--- config.mk ---
export PLATFORM = sky130hd
export DESIGN_NAME = seq_shifter
export DESIGN_NICKNAME = d
export VERILOG_FILES = /design/src/rtl/shifter_pkg.sv /design/src/rtl/shift_step.sv /design/src/rtl/seq_shifter.sv
export SDC_FILE = /design/constraint.sdc
export NUM_CORES = 1
export LEC_CHECK = 0
export CORE_ASPECT_RATIO = 1.1
export CORE_MARGIN = 2
export CORE_UTILIZATION = 45
export CTS_CLUSTER_SIZE = 16
export DETAILED_ROUTE_END_ITERATION = 10
export GPL_ROUTABILITY_DRIVEN = 0
export PLACE_DENSITY = 0.85
export SLEW_MARGIN = 25
export SYNTH_ARGS = -nofsm -noshare
export SYNTH_HDL_FRONTEND = slang
export SYNTH_SLANG_ARGS = --single-unit
--- constraint.sdc ---
create_clock -name clk -period 2.65 [get_ports clk]
set_input_delay 0.53 -clock clk [delete_from_list [all_inputs] [get_ports clk]]
set_output_delay 0.53 -clock clk [all_outputs]
set_load 0.02 [all_outputs]
--- src/rtl/shifter_pkg.sv ---
// Shared constants for the sequential shift unit: shift-mode codes and FSM state encoding.
package shifter_pkg;

  localparam logic [1:0] MODE_SLL  = 2'b00;
  localparam logic [1:0] MODE_SRL  = 2'b01;
  localparam logic [1:0] MODE_SRA  = 2'b10;
  localparam logic [1:0] MODE_ROTL = 2'b11;

  typedef enum logic [1:0] {
    ST_IDLE  = 2'd0,
    ST_SHIFT = 2'd1,
    ST_DONE  = 2'd2
  } state_t;

endpackage

--- src/rtl/shift_step.sv ---
// Combinational shift by k (0..STEP) positions in one of four modes.
// Built as a log2(STEP)+1 stage mux network, one power-of-two stage per bit of k.
module shift_step
  import shifter_pkg::*;
#(
  parameter int WIDTH = 32,
  parameter int STEP  = 1,
  localparam int KW   = $clog2(STEP) + 1
) (
  input  logic [WIDTH-1:0] i_data,
  input  logic [KW-1:0]    i_k,
  input  logic [1:0]       i_mode,
  input  logic             i_sign,
  output logic [WIDTH-1:0] o_data
);

  logic [WIDTH-1:0] w_stage [KW+1];

  assign w_stage[0] = i_data;

  for (genvar gi = 0; gi < KW; gi++) begin : g_stage
    localparam int SH = 1 << gi;
    logic [WIDTH-1:0] w_sra;
    logic [WIDTH-1:0] w_rot;
    logic [WIDTH-1:0] w_shifted;

    // Double-width views keep a shift by the full WIDTH well defined.
    assign w_sra = WIDTH'({{WIDTH{i_sign}}, w_stage[gi]} >> SH);
    assign w_rot = WIDTH'({w_stage[gi], w_stage[gi]} >> (WIDTH - SH));

    always_comb begin
      w_shifted = w_stage[gi] << SH;
      case (i_mode)
        MODE_SLL:  w_shifted = w_stage[gi] << SH;
        MODE_SRL:  w_shifted = w_stage[gi] >> SH;
        MODE_SRA:  w_shifted = w_sra;
        MODE_ROTL: w_shifted = w_rot;
        default:   w_shifted = w_stage[gi] << SH;
      endcase
    end

    assign w_stage[gi+1] = i_k[gi] ? w_shifted : w_stage[gi];
  end

  assign o_data = w_stage[KW];

endmodule

--- src/rtl/seq_shifter.sv ---
// Multi-cycle shift unit: accepts a command, shifts up to STEP positions per cycle,
// then presents the registered result until the consumer takes it.
module seq_shifter
  import shifter_pkg::*;
#(
  parameter int WIDTH    = 32,
  parameter int STEP     = 1,
  localparam int SHAMT_W = $clog2(WIDTH)
) (
  input  logic               clk,
  input  logic               reset,
  input  logic               in_valid,
  output logic               in_ready,
  input  logic [WIDTH-1:0]   in_a,
  input  logic [SHAMT_W-1:0] in_shamt,
  input  logic [1:0]         in_mode,
  output logic               out_valid,
  input  logic               out_ready,
  output logic [WIDTH-1:0]   out_result,
  output logic               busy
);

  localparam int KW = $clog2(STEP) + 1;

  state_t             r_state, r_state_next;
  logic [WIDTH-1:0]   r_data, r_data_next;
  logic [SHAMT_W-1:0] r_remaining, r_remaining_next;
  logic [1:0]         r_mode, r_mode_next;
  logic               r_sign, r_sign_next;
  logic [WIDTH-1:0]   r_result, r_result_next;

  logic [KW-1:0]      w_k;
  logic [WIDTH-1:0]   w_shifted;

  // k = min(STEP, remaining); compared at 32 bits since STEP may equal WIDTH.
  always_comb begin
    if (32'(r_remaining) >= STEP) w_k = KW'(STEP);
    else                          w_k = KW'(r_remaining);
  end

  shift_step #(
    .WIDTH (WIDTH),
    .STEP  (STEP)
  ) u_step (
    .i_data (r_data),
    .i_k    (w_k),
    .i_mode (r_mode),
    .i_sign (r_sign),
    .o_data (w_shifted)
  );

  always_ff @(posedge clk) begin
    if (reset) begin
      r_state     <= ST_IDLE;
      r_data      <= '0;
      r_remaining <= '0;
      r_mode      <= MODE_SLL;
      r_sign      <= 1'b0;
      r_result    <= '0;
    end else begin
      r_state     <= r_state_next;
      r_data      <= r_data_next;
      r_remaining <= r_remaining_next;
      r_mode      <= r_mode_next;
      r_sign      <= r_sign_next;
      r_result    <= r_result_next;
    end
  end

  always_comb begin
    r_state_next     = r_state;
    r_data_next      = r_data;
    r_remaining_next = r_remaining;
    r_mode_next      = r_mode;
    r_sign_next      = r_sign;
    r_result_next    = r_result;
    case (r_state)
      ST_IDLE: begin
        if (in_valid) begin
          r_data_next      = in_a;
          r_mode_next      = in_mode;
          r_sign_next      = in_a[WIDTH-1];
          r_remaining_next = in_shamt;
          if (in_shamt == '0) begin
            r_state_next  = ST_DONE;
            r_result_next = in_a;
          end else begin
            r_state_next  = ST_SHIFT;
          end
        end
      end
      ST_SHIFT: begin
        r_data_next      = w_shifted;
        r_remaining_next = r_remaining - SHAMT_W'(w_k);
        if (r_remaining_next == '0) begin
          r_state_next  = ST_DONE;
          r_result_next = w_shifted;
        end
      end
      ST_DONE: begin
        if (out_ready) r_state_next = ST_IDLE;
      end
      default: r_state_next = ST_IDLE;
    endcase
  end

  assign in_ready   = (r_state == ST_IDLE) && !reset;
  assign out_valid  = (r_state == ST_DONE);
  assign busy       = (r_state != ST_IDLE);
  assign out_result = r_result;

endmodule

==> results of run 1 <==
==> sequential cells by signal (all words and copies together) (netlist names) <==
name and flops:
out_result 32, r_data 32, r_mode 2, r_remaining 5
r_sign 1, r_state 2
==> stage by stage <==
| step | worst slack [ns] | std cells |
|---|---|---|
| 4_1_cts | 0.123 | 635 |
| 6_report | 0.157 | 635 |
| 3_3_place_gp | 0.186 | 620 |
| 5_1_grt | 0.00294 | 635 |
| 2_1_floorplan | 0.0974 | 464 |
| 3_5_place_dp | 0.140 | 620 |
==> worst max-delay path, cell delays in order (launching register included) <==
cell and delay [ns]:
dfxtp_1 0.54, nor2_2 0.09, a21oi_1 0.21, ha_1 0.28, nor3b_2 0.25, mux2i_2 0.28
buf_6 0.30, a41oi_1 0.19, a211oi_2 0.23
==> logic make-up after synthesis <==
kind of cell | Yosys count
fa+ha+maj | 2
xor+xnor | 2
simple gates | 102
flops | 74
compound gates | 188
buf+inv | 62
mux | 34
==> worst paths after layout <==
kind / from / to / slack [ns]
hold / removal: r_sign$_SDFFE_PP0P_ / r_sign$_SDFFE_PP0P_ / 0.49
setup / recovery: r_remaining[3]$_SDFFE_PP0P_ / out_result[11]$_SDFFE_PP0P_ / 0.16
setup reg to reg: r_remaining[3]$_SDFFE_PP0P_ / out_result[11]$_SDFFE_PP0P_ / 0.16
hold reg to reg: r_sign$_SDFFE_PP0P_ / r_sign$_SDFFE_PP0P_ / 0.49
==> layout make-up <==
cell class	instances	share of cell area [%]
clock buffer	11	2.83
sequential	74	27.7
timing repair buffer	97	17.9
multi-input combinational	328	48.1
inverter	4	0.281
clock inverter	4	0.491
tap	117	2.74
==> synthesized netlist by cell type, drive strengths merged (2+ instances only) <==
cell    count  area (µm²)
ha          2        25.0
o21ai       4        20.0
nand2       9        33.8
o21bai      2        18.8
nor3b       4        40.0
inv         4        15.0
nand2b      3        18.8
mux2i       4        52.6
dfxtp      74        1480
a21oi      43         215
and3b      35         307
a41oi      32         280
a211oi     68         561
a32o       32         320
buf        30         175
mux2       30         338
nor2b       3        18.8
clkbuf     28         106
nand3       2        10.0
nor2       39         146
o22ai       2        12.5
==> layer usage <==
metal	routed length (µm)	global-route usage (%)	vias up
met4	287	9.62	0
met1	5190	29.8	2004
met5	0	0	-
met3	886	3.98	25
met2	5910	37.9	169
li1	-	-	1923
==> power groups by stage <==
stage | Combinational (mW) | Clock [mW] | Sequential (mW)
floorplan | 1.80 | 0 | 1.73
global placement | 2.61 | 0 | 1.69
detailed placement | 2.70 | 0 | 1.70
CTS | 2.70 | 0.822 | 1.68
global route | 2.94 | 0.879 | 1.73
finish | 2.73 | 0.809 | 1.69
==> run metrics, run 1 <==
fmax 0.401 GHz; DRT antenna net count 0; maximum vdd drop 0.471 mV; sequential area share after synthesis 34.3%; diode count 0; FF+latch area 1480 µm²; hold_ws 0.489 ns; Yosys cell types 43; crit path max fanout 33; ys flop type dfxtp_1; Resized cells post-CTS 0; Num Clock Sinks 74; Arrival @ worst endpoint 2.75 ns; Worst Path Class, Setup flip-flop to flip-flop; LEAKAGE 1.94 nW; Reg power frac 32.3%; Slew Viols, Final 0; Final TNS setup 0 ns; H-tree Lvls 3; Starting Density 46.2%; final core area utilization 57.2%; switching share of power 43.0%; Wirelength per Cell 19.3 µm; Total Die Area 10400 µm²; ys async rst share 0%; final instance area 5350 µm²; CTS tree yes; share of cells above drive strength 1 17.6%; largest net degree at the start of global routing 75; Filler cells 792; Die H 107 µm; CTS hold repair buffers 0; Num CTS Buffers 9; cell-internal power 2.98 mW; Final nets 559; largest family of logic cells by synthesized area compound AO/OA/AOI/OAI gates; Compound-Gate Fraction of Synth Area 34.0%; Clock Tree Root clkbuf_8; Comb pwr share 52.3%; P per Cell Area 978 nW/µm²; die width 97.4 µm; Clock Skews 0.0150 ns; RSZ-0062 raised after global routing no; Final Power 5.23 mW; clock share of power 15.5%; port bufs 77; worst hold path type flip-flop to flip-flop; Critical Path RT 2.90 ns; Netlist Area Pre-Place 4320 µm²; vias post-DR 4121; final WL 12.3 mm; vias in the first global route 3976; r2r worst-path depth 8; Cells after Synth 464; post-synthesis register bit count 74; mux share of post-synthesis cell area 9.04%; final setup vio count 0; router iterations before antenna repair 5; vias per cell 6.49; yosys warns 0; outcome complete, no violations; Worst slew margin 35.1%; adder-cell share of the synthesized area 0.580%; DRC viols 0; Synthesized Nets 509; CP Launch Type flip-flop; initial antenna violation count 0; DRT iter0 DRCs 381; area post-placement 5170 µm²; max_cap viols 0; Final Cycle Share 94.1%; Setup crit end kind flip-flop; CORE AREA 9350 µm²; number of cells on the worst hold path 2; final hold viol count 0; Cell Rows 37; worst skew pair latency 0.34 ns; measured slew at the worst slew-check pin 0.974 ns; synthesized area per cell 9.30 µm²; CTS clk-pin slew, worst paths 0.08 ns; Tot GR Track Use 23.0%; commonest non-fill, non-tap cell in the layout clkdlybuf4s50_1; grt total ovfl 0; first-pass GRT wire length 19.8 mm; post-CTS setup buffer count 0; most frequent cells in the layout clkdlybuf4s50_1, dfxtp_1, a211oi_1, a21oi_1, nor2_1; area growth from synthesis to layout 23.9%; number of flops mapped to enable cells by yosys 0; Post-Synth Simple-Gate Area 14.8%; net switching power 2.25 mW; CTS Buffer Depth 2; area share of xor/xnor cells in the synthesized design 0.406%; area taken by multi-input logic gates 2570 µm²; Period minus WS final 2.49 ns; I/O pin cnt 78; hpwl dp 7.83 mm
Note: power is estimated with default switching activity, not from simulation.
==> inputs of run 2 (changes only) <==
--- a/config.mk
+++ b/config.mk
@@ -16,3 +16,4 @@
 export SYNTH_ARGS = -nofsm -noshare
 export SYNTH_HDL_FRONTEND = slang
 export SYNTH_SLANG_ARGS = --single-unit
+export TNS_END_PERCENT = 20
==> results of run 2 <==
Final layout, timing and power as in run 1 (identical DEF).
==> inputs of run 3 (changes only) <==
--- a/config.mk
+++ b/config.mk
@@ -7,11 +7,12 @@
 export LEC_CHECK = 0
 export CORE_ASPECT_RATIO = 1.1
 export CORE_MARGIN = 2
-export CORE_UTILIZATION = 45
+export CORE_UTILIZATION = 25
 export CTS_CLUSTER_SIZE = 16
 export DETAILED_ROUTE_END_ITERATION = 10
 export GPL_ROUTABILITY_DRIVEN = 0
-export PLACE_DENSITY = 0.85
+export PLACE_DENSITY = 0.58
+export SETUP_SLACK_MARGIN = 0.5
 export SLEW_MARGIN = 25
 export SYNTH_ARGS = -nofsm -noshare
 export SYNTH_HDL_FRONTEND = slang
==> run 3 against run 2 <==
Effect of this change: power grew 16%; worst setup slack improved by 0.25 ns; critical path type is now input pin to flip-flop; sequential share of layout area shrank 2.3 points; largest cell class unchanged; global-route usage is 7.4 points lower; clock-buffer cell count stayed put; flip-flop and latch count unchanged; routed wire length is 18% higher; die area is 76% higher; first-iteration DRC count increased by 13%; cell area increased by 10%; register-to-register slack improved by 0.31 ns.
==> run metrics, run 3 (synthesized netlist as in run 1, its figures left out) <==
maximum vdd drop 0.383 mV (was 0.471 mV); vias post-DR 4109 (was 4121); Total Die Area 18300 µm² (was 10400 µm²); crit path max fanout 8 (was 33); CTS Buffer Depth 2 (unchanged); vias in the first global route 4152 (was 3976); FF-to-FF End out_result[18]$_SDFFE_PP0P_ (was out_result[11]$_SDFFE_PP0P_); RSZ-0062 raised after global routing yes (was no); grt total ovfl 0 (unchanged); CORE AREA 17000 µm² (was 9350 µm²); CP endpoint out_result[18]$_SDFFE_PP0P_ (was out_result[11]$_SDFFE_PP0P_); final hold viol count 0 (unchanged); Num Clock Sinks 74 (unchanged); commonest non-fill, non-tap cell in the layout clkdlybuf4s50_1 (unchanged); first-pass GRT wire length 22.5 mm (was 19.8 mm); worst r2r src r_remaining[0]$_SDFFE_PP0P_ (was r_remaining[3]$_SDFFE_PP0P_); CTS tree yes (unchanged); Setup crit end kind flip-flop (unchanged); final WL 14.4 mm (was 12.3 mm); max_cap viols 0 (unchanged); diode count 0 (unchanged); DRC viols 0 (unchanged); hpwl dp 9.00 mm (was 7.83 mm); Clock Skews 0.00902 ns (was 0.0150 ns); Arrival @ worst endpoint 2.41 ns (was 2.75 ns); CTS hold repair buffers 0 (unchanged); measured slew at the worst slew-check pin 0.890 ns (was 0.974 ns); Critical Path Source in_shamt[0] (was r_remaining[3]$_SDFFE_PP0P_); outcome complete, no violations (unchanged); Wirelength per Cell 18.8 µm (was 19.3 µm); final setup vio count 0 (unchanged); vias per cell 5.36 (was 6.49); Final Cycle Share 84.6% (was 94.1%); router iterations before antenna repair 4 (was 5); Final nets 574 (was 559); worst hold path type flip-flop to flip-flop (unchanged); LEAKAGE 2.15 nW (was 1.94 nW); Filler cells 1711 (was 792); Final TNS setup 0 ns (unchanged); Slew Viols, Final 0 (unchanged); most frequent cells in the layout clkdlybuf4s50_1, dfxtp_1, a211oi_1, a21oi_1, nor2_1 (unchanged); largest net degree at the start of global routing 75 (unchanged); DRT antenna net count 0 (unchanged); initial antenna violation count 0 (unchanged); Worst slew margin 40.6% (was 35.1%); Critical Path RT 2.82 ns (was 2.90 ns); die width 129 µm (was 97.4 µm); Die H 142 µm (was 107 µm); R2R Setup Slk 0.47 ns (was 0.16 ns); CP Launch Type input pin (was flip-flop); Tot GR Track Use 15.6% (was 23.0%); Final Power 6.07 mW (was 5.23 mW); I/O pin cnt 78 (unchanged); DRT iter0 DRCs 431 (was 381); fmax 0.446 GHz (was 0.401 GHz); port bufs 77 (unchanged); Period minus WS final 2.24 ns (was 2.49 ns); P per Cell Area 1030 nW/µm² (was 978 nW/µm²); CTS clk-pin slew, worst paths 0.06 ns (was 0.08 ns); share of cells above drive strength 1 21.6% (was 17.6%); H-tree Lvls 3 (unchanged); worst skew pair latency 0.34 ns (about the same); Num CTS Buffers 9 (unchanged); Worst Path Class, Setup input pin to flip-flop (was flip-flop to flip-flop); Cell Rows 50 (was 37); area growth from synthesis to layout 36.6% (was 23.9%); Clock Tree Root clkbuf_16 (was clkbuf_8); Starting Density 25.5% (was 46.2%); r2r worst-path depth 9 (was 8)
run 3: cell types whose count changed in the layout (fill, tap and decap cells not counted), sizes merged, moves of 2 or more:
cell / previous run / this run
buf: 21 / 33
clkdlybuf4s50: 76 / 73
bufinv: 0 / 2
clkbuf: 11 / 13
dlygate4sd2: 0 / 2
run 3: final cells by class:
cell class,instances,area [µm²],area share (%)
multi-input cells,328,2630,44.7
flip-flops and latches,74,1500,25.4
repair buffers,112,1150,19.5
well taps,234,293,4.96
clock buffers,11,243,4.12
clock inverters,3,65.1,1.10
inverters,4,15.0,0.255
run 3: power by group:
part	total [mW]	switching (mW)	leakage (nW)	internal [mW]
logic	3.09	1.70	1.38	1.40
registers	1.68	0.269	0.613	1.41
clock network	1.29	0.455	0.151	0.838
total	6.07	2.42	2.15	3.65
run 3: per-stage QoR:
stage	utilization [%]	hold WS (ns)	instances	setup slack (ns)	cell area (µm²)
2_1_floorplan	-	0.436	464	0.429	4390
3_3_place_gp	31.6	0.451	740	0.176	5360
3_5_place_dp	31.6	0.458	740	0.136	5360
4_1_cts	33.9	0.467	755	0.408	5750
5_1_grt	34.8	0.490	766	0.363	5900
6_report	34.8	0.471	766	0.407	5900
run 3: timing repair:
action | in CTS | in global routing
gates resized for setup | 16 | 8
setup buffers | 0 | 9
cloned | 1 | 2
pin swaps | 1 | 4
hold endpoints to repair | 0 | 0
endpoints found under the setup margin | 55 | 47
run 3: routing by layer:
metal	routed length, µm	share of wire, %	global-route usage (%)	vias to the layer above
met2	6650	46	24.5	129
met1	6580	46	20.5	2002
met3	911	6.3	3.92	20
met4	291	2.0	5.78	0
li1	-	-	-	1958
met5	0	0	0	-
run 3: worst min path at each step:
stage | cells past startpoint | endpoint | start | slack, ns
5_1_grt | 2 | r_sign$_SDFFE_PP0P_ | r_sign$_SDFFE_PP0P_ | 0.49
3_3_place_gp | 2 | r_sign$_SDFFE_PP0P_ | r_sign$_SDFFE_PP0P_ | 0.45
4_1_cts | 2 | r_sign$_SDFFE_PP0P_ | r_sign$_SDFFE_PP0P_ | 0.47
2_1_floorplan | 2 | r_sign$_SDFFE_PP0P_ | r_sign$_SDFFE_PP0P_ | 0.44
6_report | 2 | r_sign$_SDFFE_PP0P_ | r_sign$_SDFFE_PP0P_ | 0.47
3_5_place_dp | 2 | r_sign$_SDFFE_PP0P_ | r_sign$_SDFFE_PP0P_ | 0.46
run 3: critical path: stages:
cell and delay (ns):
clkdlybuf4s50_1 0.43, or4_1 0.55, o21bai_2 0.27, and4_4 0.37, clkbuf_16 0.18, a211oi_1 0.07
